<file path="src/rtl/fan_pwm_driver.sv">
// fan_pwm_driver: fan speed PWM generator with period-boundary duty ramping,
// tachometer stall detection with a latched fault, and a rate-limited
// cooler enable.
//
// Ports
//   clk           system clock, rising edge
//   reset         asynchronous active-high reset
//   fan_status    requested speed: 00 off, 01 low (40%), 10 medium (70%), 11 high (100%)
//   cooler_status requested cooler state
//   tach_in       asynchronous tachometer pulse from the fan
//   fault_clear   single-cycle stall-fault acknowledge
//   fan_pwm       registered PWM drive, high while period counter < duty
//   cooler_on     registered cooler drive, changes at most once per COOLER_HOLD cycles
//   duty          current duty in percent, 0..100
//   state         00 OFF, 01 RAMP, 10 HOLD, 11 FAULT
//   fault         latched stall fault
module fan_pwm_driver #(
   parameter int unsigned CLOCK_FREQUENCY = 10000,
   parameter int unsigned RAMP_STEP       = 10,
   parameter int unsigned TACH_TIMEOUT    = CLOCK_FREQUENCY / 2,
   parameter int unsigned COOLER_HOLD     = 1000
) (
   input  logic       clk,
   input  logic       reset,
   input  logic [1:0] fan_status,
   input  logic       cooler_status,
   input  logic       tach_in,
   input  logic       fault_clear,
   output logic       fan_pwm,
   output logic       cooler_on,
   output logic [6:0] duty,
   output logic [1:0] state,
   output logic       fault
);

   localparam int unsigned PERIOD  = 100;
   localparam int unsigned CNT_W   = 7;
   localparam int unsigned DUTY_W  = 7;
   localparam int unsigned RAMP_W  = 8;
   localparam int unsigned STALL_W = (TACH_TIMEOUT < 2) ? 1 : $clog2(TACH_TIMEOUT);
   localparam int unsigned HOLD_W  = (COOLER_HOLD < 1) ? 1 : $clog2(COOLER_HOLD + 1);

   typedef enum logic [1:0] {
      ST_OFF   = 2'b00,
      ST_RAMP  = 2'b01,
      ST_HOLD  = 2'b10,
      ST_FAULT = 2'b11
   } state_t;

   logic [CNT_W-1:0]   r_cnt;
   logic [DUTY_W-1:0]  r_duty;
   logic [DUTY_W-1:0]  r_target;
   logic               r_pwm;
   logic               r_fault;
   logic [STALL_W-1:0] r_stall;
   logic               r_tach_s1;
   logic               r_tach_s2;
   logic               r_tach_d;
   logic               r_cooler;
   logic [HOLD_W-1:0]  r_hold;

   logic               w_bound;
   logic               w_tach_rise;
   logic               w_timeout;
   logic [DUTY_W-1:0]  w_target;
   logic [RAMP_W-1:0]  w_up;
   logic [RAMP_W-1:0]  w_dn;
   logic [DUTY_W-1:0]  w_ramp;
   state_t             w_state;

   assign w_bound     = (r_cnt == CNT_W'(PERIOD - 1));
   assign w_tach_rise = r_tach_s2 & ~r_tach_d;
   // Stall fires on the cycle the timer would reach the limit; a tach edge that same cycle rescues it.
   assign w_timeout   = ~r_fault && (r_duty != '0) && ~w_tach_rise &&
                        (r_stall == STALL_W'(TACH_TIMEOUT - 1));

   // Requested speed to duty percentage
   always_comb begin
      w_target = '0;
      case (fan_status)
         2'b00:   w_target = DUTY_W'(0);
         2'b01:   w_target = DUTY_W'(40);
         2'b10:   w_target = DUTY_W'(70);
         default: w_target = DUTY_W'(100);
      endcase
   end

   // One ramp step toward target, clamped so it never passes the target
   always_comb begin
      w_up   = RAMP_W'(r_duty) + RAMP_W'(RAMP_STEP);
      w_dn   = (RAMP_W'(r_duty) >= RAMP_W'(RAMP_STEP)) ?
               (RAMP_W'(r_duty) - RAMP_W'(RAMP_STEP)) : '0;
      w_ramp = r_duty;
      if (r_duty < r_target) begin
         w_ramp = (w_up > RAMP_W'(r_target)) ? r_target : DUTY_W'(w_up);
      end else if (r_duty > r_target) begin
         w_ramp = (w_dn < RAMP_W'(r_target)) ? r_target : DUTY_W'(w_dn);
      end
   end

   // Reported state, derived from registered values only
   always_comb begin
      w_state = ST_HOLD;
      if (r_fault) begin
         w_state = ST_FAULT;
      end else if ((r_duty == '0) && (r_target == '0)) begin
         w_state = ST_OFF;
      end else if (r_duty != r_target) begin
         w_state = ST_RAMP;
      end
   end

   // PWM period counter and registered PWM compare
   always_ff @(posedge clk or posedge reset) begin
      if (reset) begin
         r_cnt <= '0;
         r_pwm <= 1'b0;
      end else begin
         r_cnt <= w_bound ? '0 : r_cnt + CNT_W'(1);
         r_pwm <= (r_cnt < r_duty);
      end
   end

   // Latched target; duty only moves at the period boundary and is held at 0 while faulted
   always_ff @(posedge clk or posedge reset) begin
      if (reset) begin
         r_target <= '0;
         r_duty   <= '0;
      end else begin
         r_target <= w_target;
         if (w_timeout || r_fault) begin
            r_duty <= '0;
         end else if (w_bound) begin
            r_duty <= w_ramp;
         end
      end
   end

   // Tach synchronizer and rising-edge history
   always_ff @(posedge clk or posedge reset) begin
      if (reset) begin
         r_tach_s1 <= 1'b0;
         r_tach_s2 <= 1'b0;
         r_tach_d  <= 1'b0;
      end else begin
         r_tach_s1 <= tach_in;
         r_tach_s2 <= r_tach_s1;
         r_tach_d  <= r_tach_s2;
      end
   end

   // Stall timer and fault latch; timeout takes priority over an acknowledge
   always_ff @(posedge clk or posedge reset) begin
      if (reset) begin
         r_stall <= '0;
         r_fault <= 1'b0;
      end else begin
         if (r_fault || (r_duty == '0) || w_tach_rise || w_timeout) begin
            r_stall <= '0;
         end else begin
            r_stall <= r_stall + STALL_W'(1);
         end
         if (w_timeout) begin
            r_fault <= 1'b1;
         end else if (fault_clear) begin
            r_fault <= 1'b0;
         end
      end
   end

   // Cooler follows its request only once the hold time since the last change has elapsed
   always_ff @(posedge clk or posedge reset) begin
      if (reset) begin
         r_cooler <= 1'b0;
         r_hold   <= HOLD_W'(COOLER_HOLD);
      end else if (r_hold == HOLD_W'(COOLER_HOLD)) begin
         if (cooler_status != r_cooler) begin
            r_cooler <= cooler_status;
            r_hold   <= '0;
         end
      end else begin
         r_hold <= r_hold + HOLD_W'(1);
      end
   end

   assign fan_pwm   = r_pwm;
   assign cooler_on = r_cooler;
   assign duty      = r_duty;
   assign state     = w_state;
   assign fault     = r_fault;

endmodule

</file>
<file path="config.mk">
export PLATFORM = sky130hd
export DESIGN_NAME = fan_pwm_driver
export DESIGN_NICKNAME = d
export VERILOG_FILES = /design/src/rtl/fan_pwm_driver.sv
export SDC_FILE = /design/constraint.sdc
export NUM_CORES = 1
export LEC_CHECK = 0
export CORE_MARGIN = 8
export CORE_UTILIZATION = 45
export CTS_CLUSTER_SIZE = 40
export DETAILED_ROUTE_END_ITERATION = 7
export GPL_TIMING_DRIVEN = 0
export SETUP_SLACK_MARGIN = 0.1
export SLEW_MARGIN = 20
export SYNTH_ARGS = -nofsm -noshare
export SYNTH_HDL_FRONTEND = slang
export SYNTH_SLANG_ARGS = --single-unit
</file>
<file path="constraint.sdc">
create_clock -name clk -period 3.8 [get_ports clk]
set_input_delay 0.76 -clock clk [delete_from_list [all_inputs] [get_ports clk]]
set_output_delay 0.76 -clock clk [all_outputs]
set_load 0.02 [all_outputs]
</file>
# ---- Yosys cells after proc, flatten, opt, wreduce, memory -nomap -nowiden
# Cells that the tools add are included.
# W data, S select, Z words.
dict set report totals {
  reg_bits 50
  in_bits 7
  word_cells 68
}
dict set report op_classes {
  n_addsub 5
  order_cmp 6
  eq_ne 8
  muxes 17
  n_bitwise 4
  n_reduce_logical 17
}
# operator count
set ops {}
lappend ops {{$mux W7} 7}
lappend ops {{$pmux W7 S3} 1}
lappend ops {{$mux W10} 2}
lappend ops {{$logic_not A7 Y1} 2}
lappend ops {{$lt A7 B7 Y1} 2}
lappend ops {{$add A13 B1 Y13 const B} 1}
lappend ops {{$eq A13 B13 Y1 const B} 1}
lappend ops {{$mux W13} 1}
lappend ops {{$add A10 B1 Y10 const B} 1}
lappend ops {{$eq A10 B10 Y1 const B} 1}
lappend ops {{$add A7 B4 Y8 const B} 1}
lappend ops {{$gt A8 B7 Y1} 1}
lappend ops {{$lt A8 B7 Y1} 1}
lappend ops {{$mux W8} 1}
lappend ops {{$sub A7 B4 Y8 const B} 1}
lappend ops {{$add A7 B1 Y7 const B} 1}
lappend ops {{$eq A7 B7 Y1 const B} 1}
lappend ops {{$ge A7 B4 Y1 const B} 1}
lappend ops {{$gt A7 B7 Y1} 1}
lappend ops {{$ne A7 B7 Y1} 1}
lappend ops {{$reduce_bool A7 Y1} 1}
lappend ops {{$mux W2} 3}
lappend ops {{$logic_and A1 B1 Y1} 4}
lappend ops {{$logic_or A1 B1 Y1} 4}
lappend ops {{other kinds (11)} 16}

# ---- Logic depth before layout (Yosys ltp)
# Gate-level depths: netlist (run 1).
dict set report depth {
  depth_word 8
  depth_mapped 14
  depth_no_buf 13
}

# ---- Least setup slack after synthesis (run 1)
# No wires, ideal clock.
dict set report synth_path {
  path_type {register to register}
  startpoint {reg r_duty[2] (netlist: duty[2])}
  endpoint {reg r_duty[3] (netlist: duty[3])}
  t_arrival_ps 2821
  t_required_ps 3701
  slack_ps 880
  path_stages_with_launch 13
  path_buffers 0
  cell_sequence {dfrtp_1 inv_1 ha_1 or3_4 o211ai_1 o31ai_1 ha_1 a2bb2oi_1 o32ai_4 o21bai_4 a41oi_1 a21boi_1 a311oi_1}
}
dict set report synth_between {
  elab_chain_cells 8
  word_cells_on_any_way 22
}
# element line
set synth_rtl {}
lappend synth_rtl {{from (decl)} 51} ;# logic [DUTY_W-1:0] r_duty;
lappend synth_rtl {{from (signal assigned)} 134} ;# r_duty <= w_ramp;
lappend synth_rtl {{$sub A7 B4 Y8 or $ge A7 B4 Y1 (tied branches)} {92, 91}}
lappend synth_rtl {{$mux W8} 91} ;# w_dn = (RAMP_W'(r_duty) >= RAMP_W'(RAMP_STEP)) ?
lappend synth_rtl {{$lt A8 B7 Y1} 97} ;# w_ramp = (w_dn < RAMP_W'(r_target)) ? r_target : DUTY_W'(w_dn);
lappend synth_rtl {{$mux W7} 97}
lappend synth_rtl {{$mux W7} 96} ;# end else if (r_duty > r_target) begin
lappend synth_rtl {{$mux W7} 94} ;# if (r_duty < r_target) begin
lappend synth_rtl {{$mux W7} 133} ;# end else if (w_bound) begin
lappend synth_rtl {{$mux W7} 131} ;# if (w_timeout || r_fault) begin
# Parallel ways exist; a longest one is shown, timed or not. The select of a mux whose other input is x is not followed.
# A chain may end at the register's enable or synchronous reset.

# ---- Worst setup path after layout (run 1)
# Ends and elaborated chain as after synthesis.

==> results by group, run 1 <==
Status
  – Status: completed

Floorplan
  – Core ar.: ~6800 um^2
  – # IOs: 19
  – Die Height: roughly 100 um
  – Die ar.: 9870 um^2
  – Initial core utilization: between 40% and 50%
  – Die width: 99.4 um
  – Num rows: 30

Global routing
  – GRT overflow: 0
  – Initial antenna violation count: 0
  – Total track usage: about 14%
  – Vias in the first global route: 2413
  – First-pass GRT wire length: 11.5 mm
  – Pin count of the biggest net entering global routing: 34

Pwr
  – Maximum vdd drop: 0.188 mV
  – Power Density: 283 nW/um^2
  – Leakage: around 1.5 nW

Setup path
  – Kind of critical path: flip-flop to flip-flop
  – Worst EP required: 3980 ps
  – CP max stage delay: 600 ps
  – CP cell instances: inv_1, ha_1, or3_4, o211ai_1, o31ai_1, ha_1, a2bb2oi_1, o32ai_4, o21bai_4, a41oi_1, a21boi_1, a311oi_1
  – Crit start category: flip-flop
  – Worst Path Arrival: 3450 ps
  – Most common cell on crit path: ha_1
  – Slowest-stage cell, CP: dfrtp_1
  – Setup slack, reg-to-reg: about 530 ps
  – Maximum fanout along the worst path: 11
  – Setup crit end kind: flip-flop

STA
  – Fin crit share: between 80% and 90%
  – Skew final: 5.30 ps
  – Final min period: 3270 ps
  – Setup TNS Final: 0 ps
  – Achievable Freq: 306 MHz
  – Final worst slack: 528 ps
  – Max-slew violations: 0
  – Fin. Hold Viols: 0
  – Setup Viol. Count Final: 0
  – RSZ-0062 raised after global routing: no

Cells and area
  – Final-stage net count: 380
  – # diodes: 0
  – Design Area, Final: roughly 3600 um^2
  – Most common cell after layout, fill and taps aside: dfrtp_1
  – Layout cells sized above 1: 13.5%
  – Final Core Density: 52.7%
  – Most frequent cells in the layout: dfrtp_1, nor2_1, ha_1, nand3_1, nand2_1
  – Area delta synth->final: 13.8%
  – Fillers: 612

CTS
  – Clk buf depth: 2
  – Post-CTS setup buffers: 0
  – H-Tree Depth: 2
  – Sink Count: between 40 and 50
  – Clock slew at reported path FFs: ~90 ps
  – Root Buffer: clkbuf_8
  – TritonCTS clock tree: yes
  – Post-CTS Resized: 0
  – Clock latency on the worst-skew pair: about 290 ps
  – Post-CTS Hold Buffers: 0
  – Cts bufs inserted: 5

Synthesis
  – Main synth FF type: dfrtp_1
  – Post-synth ARST share: 100%
  – Post-synth EDFFs: 0
  – Mapped Nets: ~360
  – Synth Register Bits: between 40 and 50
  – Yosys warning count: 0
  – Top-area cell type share of the netlist area: 32.0%
  – Cell accounting for the most synthesized area: dfrtp_1
  – Avg Inst Size Synth: 9.74 um^2
  – Netlist cell types: 69
  – Register area share after synthesis: 37.1%
  – Mapped Cells: 321
  – Synth top area cells: dfrtp_1, ha_1, dfstp_2
  – Syn Std Cell Area: 3130 um^2

Drt
  – Vias per cell: ~5.6
  – Routed WL per cell: 15.1 um
  – # DRC: 0
  – Post-Route WL: 6.45 mm
  – Initial DRC Count: slightly below 100
  – Drt first pass iters: 4
  – Vias post-DR: 2412
  – Post-route ant nets: 0

Flow run
  – Max-Cap Viols: 0

Place
  – Dpl ws: 607 ps
  – Final GP Congestion: about 0.84
  – DP HPWL: 4.95 mm
  – IO buf count: 17
  – Post-placement cell area: approximately 3400 um^2

Min path
  – Hold Crit Class: flip-flop to flip-flop
[registers in the layout, summed over array words and instances (netlist names)]
name	cells
r_target	4
duty	6
r_stall	13
fault	1
cooler_on	1
r_tach_s2	1
r_hold	10
r_tach_d	1
r_cnt	7
fan_pwm	1
r_tach_s1	1
[layer usage]
layer | track usage, % | vias up | routed length [um]
li1 | - | 1203 | -
met1 | 18.5 | 1147 | 3030
met2 | 22.8 | 55 | 2990
met3 | 3.35 | 7 | 343
met4 | 4.42 | 0 | 80
met5 | 0 | - | 0
[final cells by class]
type	count	area [um^2]	area share [%]
multi-input combinational	248	1820	51.2
sequential	46	1160	32.5
timing repair buffer	18	190	5.34
tap	80	100	2.81
clock buffer	6	82.6	2.32
buffer	10	80.1	2.25
inverter	17	63.8	1.79
clock inverter	2	60.1	1.69
[final timing paths]
check,start,end,cells past startpoint
max in group asynchronous,reset,r_hold[3]$_DFFE_PP1P_,3
min in group asynchronous,reset,r_hold[2]$_DFFE_PP0P_,2
worst max-delay path,duty[2]$_DFFE_PP0P_,duty[3]$_DFFE_PP0P_,12
worst max register to register,duty[2]$_DFFE_PP0P_,duty[3]$_DFFE_PP0P_,12
worst min register to register,r_tach_s1$_DFF_PP0_,r_tach_s2$_DFF_PP0_,0
worst min-delay path,r_tach_s1$_DFF_PP0_,r_tach_s2$_DFF_PP0_,0
[logic make-up (layout without fill, tap and decap cells)]
| group | count (synthesis) | after routing | share of synthesized area (%) |
|---|---|---|---|
| simple gates | 126 | 126 | 22.1 |
| compound gates | 64 | 64 | 16.6 |
| flops | 46 | 46 | 37.1 |
| fa+ha+maj | 27 | 27 | 10.8 |
| buf+inv | 27 | 53 | 4.60 |
| xor+xnor | 25 | 25 | 7.00 |
| mux | 5 | 5 | 1.68 |
| other cells | 1 | 1 | 0.120 |
[critical path: cells and delay by family, from the launching register on]
kind,cells,cell delay (ps)
adder cells (fa/ha/maj),2,550
flip-flops,1,600
buffers and inverters,1,150
AND/OR/NAND/NOR,1,350
AO/OA/AOI/OAI,8,1510
[synth_stat cells, types with 4 or more instances]
| library cell | instances |
|---|---|
| dfrtp_1 | 40 |
| nor2_1 | 30 |
| ha_1 | 27 |
| nand3_1 | 23 |
| nand2_1 | 19 |
| inv_1 | 17 |
| xnor2_1 | 15 |
| o21ai_0 | 11 |
| xor2_1 | 10 |
| a21oi_1 | 9 |
| and3_1 | 8 |
| nor2b_1 | 8 |
| dfstp_2 | 6 |
| a211oi_1 | 5 |
| nand4_1 | 5 |
| o211ai_1 | 5 |
| buf_6 | 4 |
| o21a_1 | 4 |
[power by group]
group,leakage (nW),internal (mW),switching [mW]
Combinational,0.869,0.0277,0.0368
Sequential,0.577,0.494,0.00372
Clock,0.0714,0.280,0.163
Total,1.52,0.802,0.204
[through the flow]
stage | hold WS (ps) | total power [mW] | std cells
after floorplan | 331 | 0.548 | 321
after global placement | 336 | 0.569 | 418
after detailed placement | 335 | 0.572 | 419
after CTS | 356 | 1.02 | 427
after global routing | 376 | 1.05 | 427
final | 354 | 1.01 | 427
Power figures use the tool's default switching activity.
==> run 2, diff against run 1 <==
--- a/config.mk
+++ b/config.mk
@@ -6,10 +6,9 @@
 export NUM_CORES = 1
 export LEC_CHECK = 0
 export CORE_MARGIN = 8
-export CORE_UTILIZATION = 45
+export CORE_UTILIZATION = 42
 export CTS_CLUSTER_SIZE = 40
 export DETAILED_ROUTE_END_ITERATION = 7
-export GPL_TIMING_DRIVEN = 0
 export SETUP_SLACK_MARGIN = 0.1
 export SLEW_MARGIN = 20
 export SYNTH_ARGS = -nofsm -noshare
==> results by group, run 2 (same netlist as run 1, synthesis figures left out) <==
Status
  – Status: completed

Cells and area
  – Area of the multi-input gates: 1820 um^2 (unchanged)
  – Most frequent cells in the layout: dfrtp_1, nor2_1, ha_1, nand3_1, nand2_1
  – Fillers: 702 (+15%)
  – Most common cell after layout, fill and taps aside: dfrtp_1
  – Biggest register: r_stall
  – # diodes: 0 (unchanged)
  – Area delta synth->final: 10.8%
  – Largest registers: r_stall: 13 flops, r_hold: 10 flops, r_cnt: 7 flops
  – Final-stage net count: 371 (-2.4%)
  – Storage element area: 1160 um^2 (unchanged)
  – Layout cells sized above 1: 11.8% (-1.7 points)
  – Flip-flop count of the largest register after layout: 13 (unchanged)

Pwr
  – Maximum vdd drop: 0.232 mV (+24%)
  – Power Density: 264 nW/um^2 (-6.5%)
  – Leakage: 1.46 nW (-3.8%)

Floorplan
  – Die width: 102 um (+2.9%)
  – Core ar.: 7210 um^2 (+6.8%)
  – Num rows: 31 (+3.3%)
  – Initial core utilization: 43.3% (-2.9 points)
  – Die Height: 102 um (+2.9%)
  – Die ar.: 10500 um^2 (+6.0%)
  – # IOs: 19 (unchanged)

Setup path
  – Slowest-stage cell, CP: dfrtp_1
  – CP delay by family, top: compound AO/OA/AOI/OAI gates
  – CP cell instances: inv_1, ha_1, and2b_1, nor2_1, xnor2_1, nor2_1, ha_1, nand2_1, a21oi_1, o21bai_4, a41oi_1, a21boi_1, a311oi_1
  – WP buf/inv: 1 (unchanged)
  – Maximum fanout along the worst path: 14 (+3)
  – Setup crit end kind: flip-flop
  – Worst Path Arrival: 3560 ps (+110 ps)
  – Worst EP required: 4010 ps (+30 ps)
  – Kind of critical path: flip-flop to flip-flop
  – Crit start category: flip-flop
  – CP max stage delay: 710 ps (+110 ps)

STA
  – Max-slew violations: 0 (unchanged)
  – Skew final: 5.59 ps (+0.292 ps)
  – Fin crit share: 88.3% (+2.2 points)
  – Fin. Hold Viols: 0 (unchanged)
  – Slew Limit Headroom: 37.2%
  – Final min period: 3360 ps (+84.4 ps)
  – Setup Viol. Count Final: 0 (unchanged)
  – Setup TNS Final: 0 ps (unchanged)
  – Least-Margin Pin Slew: 940 ps
  – Hold WS: 353 ps (-0.942 ps)
  – RSZ-0062 raised after global routing: no
  – Achievable Freq: 298 MHz (-2.5%)

CTS
  – Clock slew at reported path FFs: 90 ps (about the same)
  – Clk buf depth: 2 (unchanged)
  – H-Tree Depth: 2 (unchanged)
  – Post-CTS Hold Buffers: 0 (unchanged)
  – Sink Count: 46 (unchanged)
  – Post-CTS Resized: 0 (unchanged)
  – Clock latency on the worst-skew pair: 290 ps (about the same)
  – TritonCTS clock tree: yes
  – Root Buffer: clkbuf_8
  – Cts bufs inserted: 5 (unchanged)
  – Post-CTS setup buffers: 0 (unchanged)

Drt
  – Drt first pass iters: 4 (unchanged)
  – Vias per cell: 5.40 (-4.5%)
  – # DRC: 0 (unchanged)
  – Initial DRC Count: 91 (-7.1%)
  – Vias post-DR: 2358 (-2.2%)
  – Routed WL per cell: 14.7 um (-2.6%)
  – Post-route ant nets: 0 (unchanged)
  – Post-Route WL: 6.42 mm (-0.36%)

Global routing
  – GRT overflow: 0 (unchanged)
  – Initial antenna violation count: 0 (unchanged)
  – First-pass GRT wire length: 11.0 mm (-3.8%)
  – Vias in the first global route: 2302 (-4.6%)
  – Pin count of the biggest net entering global routing: 47 (+38%)
  – Total track usage: 13.2% (-1.0 points)

Place
  – DP HPWL: 4.77 mm (-3.7%)
  – Final GP Congestion: 0.839 (+0.25%)
  – IO buf count: 17 (unchanged)

Min path
  – Hold Crit Class: flip-flop to flip-flop

Flow run
  – Max-Cap Viols: 0 (unchanged)
[run 2: power by group]
group	switching (mW)	leakage, nW	internal (mW)
registers	0.00423	0.577	0.494
clock network	0.165	0.0579	0.194
logic	0.0357	0.825	0.0233
total	0.205	1.46	0.711
[run 2: layout make-up]
cell class,instances,area share (%)
Multi-Input combinational cell,248,52.7
Sequential cell,46,33.4
Timing Repair Buffer,19,5.34
Tap cell,99,3.58
Clock buffer,5,1.99
Inverter,17,1.84
Clock inverter,3,1.16
[run 2: worst paths after layout]
path / end / cells past startpoint / slack (ps) / from
min reg2reg: r_tach_s2$_DFF_PP0_ / 0 / 350 / r_tach_s1$_DFF_PP0_
max in group asynchronous: r_stall[1]$_DFF_PP0_ / 2 / 2220 / reset
max: duty[3]$_DFFE_PP0P_ / 13 / 440 / duty[1]$_DFFE_PP0P_
min in group asynchronous: r_cnt[3]$_DFF_PP0_ / 2 / 980 / reset
max reg2reg: duty[3]$_DFFE_PP0P_ / 13 / 440 / duty[1]$_DFFE_PP0P_
min: r_tach_s2$_DFF_PP0_ / 0 / 350 / r_tach_s1$_DFF_PP0_
[run 2: worst reg2reg max path, stage by stage (launching register included)]
cell      delay, ps
dfrtp_1         710
inv_1           220
ha_1            280
and2b_1         260
nor2_1           70
xnor2_1         210
nor2_1           70
ha_1            320
nand2_1         110
a21oi_1         280
o21bai_4        140
a41oi_1         260
a21boi_1         90
a311oi_1        230
[run 2: stage by stage]
stage / setup slack [ps] / power (mW) / cell area, um^2 / std cells / util (%)
after floorplan: 880 / 0.548 / 3130 / 321 / -
after global placement: 494 / 0.567 / 3360 / 429 / 46.5
after detailed placement: 495 / 0.567 / 3360 / 429 / 46.5
after CTS: 471 / 0.933 / 3460 / 437 / 48.0
after global routing: 188 / 0.960 / 3460 / 437 / 48.0
final: 444 / 0.915 / 3460 / 437 / 48.0
[run 2: metal layers]
metal	track usage, %	vias up	share of wire, %
met2	21.2	33	47
met1	17.8	1138	49
met5	0	-	0
met3	2.18	2	3.2
li1	-	1185	-
met4	3.84	0	0.53
==> run 3, diff against run 2 <==
--- a/config.mk
+++ b/config.mk
@@ -5,6 +5,7 @@
 export SDC_FILE = /design/constraint.sdc
 export NUM_CORES = 1
 export LEC_CHECK = 0
+export CAP_MARGIN = 20
 export CORE_MARGIN = 8
 export CORE_UTILIZATION = 42
 export CTS_CLUSTER_SIZE = 40
==> results by group, run 3 (same netlist as run 1, synthesis figures left out) <==
Drt
  – Initial DRC Count: 75 (-18%)
  – Post-Route WL: 6.43 mm (about the same)
  – Vias post-DR: 2364 (+0.25%)
  – Drt first pass iters: 4 (unchanged)
  – Post-route ant nets: 0 (unchanged)
  – Routed WL per cell: 14.7 um (-0.20%)
  – Vias per cell: 5.40 (about the same)
  – # DRC: 0 (unchanged)

Cells and area
  – Final-stage net count: 372 (+0.27%)
  – Area delta synth->final: 11.4%
  – Biggest register: r_stall
  – # diodes: 0 (unchanged)
  – Most frequent cells in the layout: dfrtp_1, nor2_1, ha_1, nand3_1, nand2_1
  – Most common cell after layout, fill and taps aside: dfrtp_1
  – Largest registers: r_stall: 13 flops, r_hold: 10 flops, r_cnt: 7 flops
  – Flip-flop count of the largest register after layout: 13 (unchanged)
  – Final Core Density: 48.3% (+0.28 points)
  – Fillers: 700 (-0.28%)
  – Layout cells sized above 1: 12.1% (+0.26 points)

CTS
  – H-Tree Depth: 2 (unchanged)
  – Root Buffer: clkbuf_8
  – Clk buf depth: 2 (unchanged)
  – Post-CTS Resized: 0 (unchanged)
  – Cts bufs inserted: 5 (unchanged)
  – Clock slew at reported path FFs: 90 ps (about the same)
  – Post-CTS setup buffers: 0 (unchanged)
  – Post-CTS Hold Buffers: 0 (unchanged)
  – Sink Count: 46 (unchanged)
  – Clock latency on the worst-skew pair: 300 ps (about the same)
  – TritonCTS clock tree: yes

STA
  – Slew Limit Headroom: 42.1% (+4.9 points)
  – Fin. Hold Viols: 0 (unchanged)
  – RSZ-0062 raised after global routing: no
  – Setup TNS Final: 0 ps (unchanged)
  – Final worst slack: 425 ps (-18.6 ps)
  – Achievable Freq: 296 MHz (-0.55%)
  – Skew final: 8.66 ps (+3.07 ps)
  – Max-slew violations: 0 (unchanged)
  – Final min period: 3370 ps (+18.6 ps)
  – Setup Viol. Count Final: 0 (unchanged)
  – Least-Margin Pin Slew: 863 ps (-77.6 ps)
  – Fin crit share: 88.8% (+0.49 points)

Setup path
  – CP delay by family, top: compound AO/OA/AOI/OAI gates
  – Kind of critical path: flip-flop to flip-flop
  – CP cell instances: inv_1, ha_1, and2b_1, nor2_1, xnor2_1, nor2_1, ha_1, nand2_1, a21oi_1, o21bai_4, a221oi_2, a311oi_1, a211oi_1
  – Worst EP required: 4010 ps (about the same)
  – CP max stage delay: 720 ps (about the same)
  – Worst Path Arrival: 3590 ps (+30 ps)
  – Setup crit end kind: flip-flop
  – Crit start category: flip-flop
  – WP buf/inv: 1 (unchanged)
  – Maximum fanout along the worst path: 14 (unchanged)
  – Slowest-stage cell, CP: dfrtp_1

Pwr
  – Clock power frac: 39.2% (about the same)
  – Maximum vdd drop: 0.240 mV (+3.2%)
  – Part of the power in registers: 54.1% (-0.3 points)
  – Total power: 920 uW (+0.50%)
  – Sw Ratio: 22.5% (+0.15 points)
  – Leakage: 1.47 nW (+0.64%)
  – Logic pwr share: 6.7% (+0.2 points)
  – Psw: 207 uW (+1.2%)
  – Power Density: 264 nW/um^2 (about the same)
  – P_int: 713 uW (+0.30%)

Floorplan
  – Die ar.: 10500 um^2 (unchanged)
  – Core ar.: 7210 um^2 (unchanged)
  – Die width: 102 um (unchanged)
  – # IOs: 19 (unchanged)
  – Num rows: 31 (unchanged)
  – Die Height: 102 um (unchanged)
  – Initial core utilization: 43.3% (unchanged)

Status
  – Status: completed

Global routing
  – Total track usage: 13.2% (unchanged)
  – Pin count of the biggest net entering global routing: 47 (unchanged)
  – First-pass GRT wire length: 11.0 mm (unchanged)
  – GRT overflow: 0 (unchanged)
  – Initial antenna violation count: 0 (unchanged)
  – Vias in the first global route: 2302 (unchanged)

Place
  – Final GP Congestion: 0.839 (unchanged)
  – Dpl ws: 495 ps (unchanged)
  – DP HPWL: 4.77 mm (unchanged)
  – IO buf count: 17 (unchanged)

Flow run
  – Max-Cap Viols: 0 (unchanged)

Min path
  – Hold Crit Class: flip-flop to flip-flop
## run 3: changes by cell type in the layout (fill, tap and decap cells not counted)
cell,delta
buf_12,+1
## run 3: final timing paths
check,cells after the start,end,slack (ps),startpoint
hold reg to reg,0,r_tach_s2$_DFF_PP0_,350,r_tach_s1$_DFF_PP0_
min in group asynchronous,2,r_cnt[3]$_DFF_PP0_,720,reset
max in group asynchronous,3,r_hold[3]$_DFFE_PP1P_,2540,reset
setup / recovery,13,duty[4]$_DFFE_PP0P_,430,duty[1]$_DFFE_PP0P_
hold / removal,0,r_tach_s2$_DFF_PP0_,350,r_tach_s1$_DFF_PP0_
setup reg to reg,13,duty[4]$_DFFE_PP0P_,430,duty[1]$_DFFE_PP0P_
## run 3: layout make-up
type                            count  area, um^2  share of cell area (%)
Inverter                           17        63.8                    1.83
Clock buffer                        5        68.8                    1.97
Timing Repair Buffer               20         205                    5.89
Clock inverter                      3        40.0                    1.15
Multi-Input combinational cell    248        1820                    52.4
Sequential cell                    46        1160                    33.2
Tap cell                           99         124                    3.55
## run 3: power by group through the flow
| stage | logic [mW] | clock network, mW | registers (mW) |
|---|---|---|---|
| CTS | 0.0598 | 0.375 | 0.498 |
| floorplan | 0.0414 | 0 | 0.507 |
| global route | 0.0694 | 0.394 | 0.498 |
| global placement | 0.0593 | 0 | 0.507 |
| detailed placement | 0.0594 | 0 | 0.507 |
| finish | 0.0615 | 0.361 | 0.498 |
## run 3: per-stage QoR
| stage | cell area [um^2] | instances | hold slack (ps) |
|---|---|---|---|
| finish | 3480 | 438 | 353 |
| global route | 3480 | 438 | 361 |
| CTS | 3460 | 437 | 355 |
| detailed placement | 3360 | 429 | 336 |
| global placement | 3360 | 429 | 334 |
| floorplan | 3130 | 321 | 331 |
## run 3: routing by layer
layer / track usage, % / vias up / part of all wire (%)
met5: 0 / - / 0
met3: 2.18 / 2 / 2.9
met2: 21.2 / 30 / 47
met4: 3.84 / 0 / 0.53
met1: 17.8 / 1145 / 49
li1: - / 1187 / -
## run 3: worst reg2reg max path, cell delays in order, from the launching register on
cell and delay [ps]:
dfrtp_1 720, inv_1 220, ha_1 280, and2b_1 260, nor2_1 70, xnor2_1 210
nor2_1 70, ha_1 320, nand2_1 110, a21oi_1 280, o21bai_4 140, a221oi_2 280
a311oi_1 90, a211oi_1 230
